--- config.mk ---
export PLATFORM = sky130hd
export DESIGN_NAME = immgen
export DESIGN_NICKNAME = d
export VERILOG_FILES = /design/src/rtl/immgen.sv
export SDC_FILE = /design/constraint.sdc
export NUM_CORES = 1
export LEC_CHECK = 0
export CAP_MARGIN = 20
export CORE_MARGIN = 3
export CORE_UTILIZATION = 35
export CTS_CLUSTER_SIZE = 30
export DETAILED_ROUTE_END_ITERATION = 12
export PLACE_DENSITY = 0.88
export SKIP_CTS_REPAIR_TIMING = 1
export SYNTH_ARGS = -nofsm -noshare
export SYNTH_HDL_FRONTEND = slang
export SYNTH_SLANG_ARGS = --single-unit
--- constraint.sdc ---
create_clock -name clk -period 2.3 [get_ports clk]
set_input_delay 0.46 -clock clk [delete_from_list [all_inputs] [get_ports clk]]
set_output_delay 0.46 -clock clk [all_outputs]
set_load 0.01 [all_outputs]
--- src/rtl/immgen.sv ---
// RV32I immediate generator: opcode-driven format decode with a combinational
// immediate for the single-cycle path and a registered copy for later consumers.
module immgen (
  input  logic        clk,
  input  logic        rst_n,
  input  logic [31:0] inst,
  output logic [31:0] imm_out,
  output logic [2:0]  imm_type,
  output logic [31:0] imm_q,
  output logic [2:0]  imm_type_q
);

  localparam logic [6:0] OP_LOAD   = 7'b0000011;
  localparam logic [6:0] OP_IMM    = 7'b0010011;
  localparam logic [6:0] OP_JALR   = 7'b1100111;
  localparam logic [6:0] OP_SYSTEM = 7'b1110011;
  localparam logic [6:0] OP_STORE  = 7'b0100011;
  localparam logic [6:0] OP_BRANCH = 7'b1100011;
  localparam logic [6:0] OP_LUI    = 7'b0110111;
  localparam logic [6:0] OP_AUIPC  = 7'b0010111;
  localparam logic [6:0] OP_JAL    = 7'b1101111;

  localparam logic [2:0] T_NONE = 3'd0;
  localparam logic [2:0] T_I    = 3'd1;
  localparam logic [2:0] T_S    = 3'd2;
  localparam logic [2:0] T_SB   = 3'd3;
  localparam logic [2:0] T_U    = 3'd4;
  localparam logic [2:0] T_UJ   = 3'd5;

  logic [6:0] opcode_s;
  assign opcode_s = inst[6:0];

  // Format decode and immediate assembly; funct3/funct7 never participate.
  always_comb begin
    imm_out  = 32'd0;
    imm_type = T_NONE;
    case (opcode_s)
      OP_LOAD, OP_IMM, OP_JALR, OP_SYSTEM: begin
        imm_out  = {{20{inst[31]}}, inst[31:20]};
        imm_type = T_I;
      end
      OP_STORE: begin
        imm_out  = {{20{inst[31]}}, inst[31:25], inst[11:7]};
        imm_type = T_S;
      end
      OP_BRANCH: begin
        imm_out  = {{19{inst[31]}}, inst[31], inst[7], inst[30:25], inst[11:8], 1'b0};
        imm_type = T_SB;
      end
      OP_LUI, OP_AUIPC: begin
        imm_out  = {inst[31:12], 12'd0};
        imm_type = T_U;
      end
      OP_JAL: begin
        imm_out  = {{11{inst[31]}}, inst[31], inst[19:12], inst[20], inst[30:21], 1'b0};
        imm_type = T_UJ;
      end
      default: begin
        imm_out  = 32'd0;
        imm_type = T_NONE;
      end
    endcase
  end

  // Registered copy, loaded every cycle; reset clears only this copy.
  always_ff @(posedge clk or negedge rst_n) begin
    if (!rst_n) begin
      imm_q      <= 32'd0;
      imm_type_q <= 3'd0;
    end else begin
      imm_q      <= imm_out;
      imm_type_q <= imm_type;
    end
  end

endmodule

### Word level (Yosys, flattened, before mapping)

Index checks and enable logic that the tools add are counted.

| word-level totals | value |
|---|---|
| register bits | 35 |
| input bits | 34 |
| output and inout port bits | 70 |
| word-level logic and storage cells | 15 |

| cells by class | value |
|---|---|
| equality and inequality tests | 9 |
| multiplexer cells | 2 |
| reduce and logical (&&, ||, !) cells | 2 |

Operators by type and width:

| operator | number |
|---|---|
| case mux 32 bit (5 select lines) | 1 |
| equality test 7 bit (second input constant) | 4 |
| case mux 3 bit (5 select lines) | 1 |
| equality test 7 x 5 -> 1 bit (second input constant) | 2 |
| equality test 7 x 6 -> 1 bit (second input constant) | 2 |
| equality test 7 x 2 -> 1 bit (second input constant) | 1 |
| OR reduction 4 bit | 1 |
| OR reduction 2 bit | 1 |

### Depth between registers and ports, before layout

| logic depth | value |
|---|---|
| depth in word-level cells | 3 |
| gate-level depth with buffers | 6 |
| depth with buffers taken out | 4 |

### Worst setup path after synthesis

OpenSTA, ideal clock, no wires.

| timing path | value |
|---|---|
| path kind | input port to output port |
| start point | input inst[2] |
| end point | output imm_out[0] |
| data arrival time | 1496 ps |
| data required time | 1840 ps |
| path slack | 344 ps |
| stages on the path | 6 |
| path through | buf_4 nor2_1 and4bb_2 buf_4 nand2_1 o21ai_0 |

| between the ends | value |
|---|---|
| cells in the longest elaborated chain, start to end | 3 |
| elaborated cells on any way between the ends | 12 |
| classes of those cells | eq/ne: 9; mux: 1; reduce/logical: 2 |

Ends and longest elaborated chain:

| what | RTL line | RTL |
|---|---|---|
| start, declared | 6 | `input logic [31:0] inst,` |
| equality test 7 x 2 -> 1 bit, or another cell as far along | 37 | `case (opcode_s)` |
| OR reduction 4 bit or OR reduction 2 bit (tied branches) | 37 |  |
| case mux 32 bit (5 select lines) (*) | 37 |  |
| end, declared | 7 | `output logic [31:0] imm_out,` |

Mark *: on every way between the ends. The rest lies on a longest branch, timed or not.

### Final worst setup path

| timing path | value |
|---|---|
| start point | input inst[5] |
| end point | output imm_out[8] |

The elaborated chain is that of the path after synthesis.

==> flow_summary.json <==
{
  "seqPwrFrac": 0.492,
  "overflow": 0,
  "rows": 22,
  "stdcell_count": 305,
  "synth_largest_area_cell": "dfrtp_1",
  "async_flop_share": 1.00,
  "yosysSeqAreaShare": 0.627,
  "die_area_mm2": 0.00478,
  "syn_area_mm2": 0.00140,
  "critPathMaxStageDelay_ns": 0.27,
  "die_h_um": 69.2,
  "viasPerCell": 4.98,
  "dp_cells": 286,
  "cts.sink_count": 35,
  "wl_um": 5630,
  "finalInstanceArea_mm2": 0.00293,
  "crit_type": "in -> out",
  "placed_area_mm2": 0.00267,
  "critPathMostFrequentCell": "dlymetal6s2s_1",
  "critPathBufInv": 4,
  "ys_warn_count": 0,
  "cts_max_path_buffers": 2,
  "swShare": 0.243,
  "fillers": 226,
  "vias": 1520,
  "synth_top_cells_by_area": "dfrtp_1, a21o_1, and2_1",
  "cts_tree": "yes",
  "hpwl_um": 3710,
  "power_density_mw_per_mm2": 438,
  "max_slew_margin": 0.491,
  "power_frac_comb": 0.183,
  "worstHoldPathType": "in -> async",
  "syn2layout_area_growth_pct": 110,
  "initial_core_util": 0.373,
  "critPathArrivalTime_ns": 1.77,
  "postSynthCellCount": 113,
  "synthTopCellsByCount": "dfrtp_1, a21o_1, nor2_1, nand2_1, and2_1",
  "crit_family": "buffers and inverters",
  "nNetsFinal": 290,
  "grt_max_degree": 36,
  "core-area_mm2": 0.00374,
  "cts-htree-levels": 2,
  "power_frac_clock": 0.326,
  "antenna_found_initial": 0,
  "required_ns": 1.84,
  "wl_per_cell_um": 18.4,
  "avgSynthCellArea_um2": 12.4,
  "startpoint": "inst[5]",
  "timing.fmax_ghz": 0.449,
  "crit_path_end_kind": "primary output",
  "setup_viol": 0,
  "clkTransAtPathRegs_ns": 0.07,
  "drv_cap": 0,
  "grt_util_all_layers": 0.205,
  "synth-edff-count": 0,
  "critPathSlowestCell": "a21oi_1",
  "hold_violations": 0,
  "critPathLaunchType": "input port",
  "slew_viol_final": 0,
  "peakVddDrop_mv": 0.275,
  "syn-num-nets": 147,
  "drtPass1Iterations": 4,
  "drcViolationCount": 0,
  "p_leak_uw": 0.00197,
  "outcome": "complete, no violations",
  "routabilityCongestion": 0.882,
  "portBuffers": 103,
  "dieWidth_um": 69.2,
  "yosys_most_used_dff": "dfrtp_1",
  "synth_top_area_frac": 0.627,
  "synth_most_common_cell": "dfrtp_1",
  "p_total_uw": 1280,
  "finish.utilization": 0.783,
  "post-route-period-util": 0.969,
  "synthDistinctLibCells": 26,
  "worstMarginPinSlew_ns": 0.763,
  "grt_pass1_wl_um": 7700,
  "p_switching_uw": 312,
  "holdWs_ns": 0.250,
  "ant_nets": 0,
  "p_int_uw": 972,
  "grt_pass1_vias": 1464,
  "layout-drive-gt1-share": 0.276,
  "path_cells": "dlymetal6s2s_1 > buf_6 > a21oi_1 > a32oi_4 > nor2_1 > buf_4 > and2_1 > dlymetal6s2s_1",
  "root_buffer": "clkbuf_8",
  "synth_seq_cells": 35,
  "io_pins": 104,
  "path_max_fanout": 6,
  "fin_crit_ns": 2.23,
  "cts_buffers": 5,
  "diodes": 0,
  "first_iter_violations": 67
}
[sequential cells by signal, summed over array words and instances, names as in the netlist]
name,count
imm_type_q,3
imm_q,32
[cells by family (layout without fill, tap and decap cells)]
group | Yosys count | in the layout | synth area share
mux | 1 | 1 | 0.00717
buf+inv | 7 | 151 | 0.0322
xor+xnor | 1 | 1 | 0.00627
simple gates | 32 | 32 | 0.118
flops | 35 | 35 | 0.627
compound gates | 37 | 37 | 0.209
[through the flow]
| step | TNS (ns) | setup WS, ns |
|---|---|---|
| 6_report | 0 | 0.0713 |
| 5_1_grt | -0.0198 | -0.0198 |
| 4_1_cts | -19.15 | -0.625 |
| 3_5_place_dp | -18.72 | -0.612 |
| 3_3_place_gp | -17.83 | -0.559 |
| 2_1_floorplan | 0 | 0.344 |
[power groups by stage]
stage	Clock [µW]	Combinational [µW]	Sequential (µW)
final	418	234	631
after global routing	458	249	632
after global placement	0	210	642
after detailed placement	0	214	642
after CTS	433	216	631
after floorplan	0	52.5	649
[metal layers]
| metal | track usage | wire length [µm] |
|---|---|---|
| met1 | 0.234 | 2050 |
| met2 | 0.375 | 3210 |
| met5 | 0 | 0 |
| met3 | 0.0481 | 283 |
| met4 | 0.0651 | 81 |
[area by class of cell]
cell class / instances / area (µm²) / share of cell area
clock buffer: 7 / 76.3 / 0.0260
tap: 48 / 60.1 / 0.0205
clock inverter: 1 / 5.00 / 0.00171
timing repair buffer: 143 / 1390 / 0.473
sequential: 35 / 876 / 0.299
multi-input combinational: 71 / 528 / 0.180
[layout by cell type (no fill, tap or decap), drive strengths merged]
| cell type | instances |
|---|---|
| a32oi | 2 |
| nand4 | 1 |
| buf | 45 |
| clkbuf | 14 |
| a21oi | 4 |
| nand4b | 1 |
| or2 | 1 |
| a22o | 4 |
| o21ai | 3 |
| and4bb | 1 |
| nor2 | 8 |
| clkinv | 1 |
| a211o | 2 |
| a31oi | 1 |
| a21o | 20 |
| dlymetal6s2s | 32 |
| nand2 | 7 |
| nand2b | 1 |
| o211ai | 1 |
| and2 | 6 |
| xnor2 | 1 |
| nand3 | 5 |
| mux2i | 1 |
| or3 | 1 |
| dfrtp | 35 |
| clkdlybuf4s50 | 59 |
[worst max path at each step]
stage / to / slack (ns) / depth (start not counted)
2_1_floorplan: imm_out[0] / 0.34 / 6
3_3_place_gp: imm_out[0] / -0.56 / 7
3_5_place_dp: imm_out[0] / -0.61 / 7
4_1_cts: imm_out[0] / -0.62 / 7
5_1_grt: imm_out[4] / -0.02 / 10
6_report: imm_out[8] / 0.07 / 8
(Power assumes the default switching activity.)
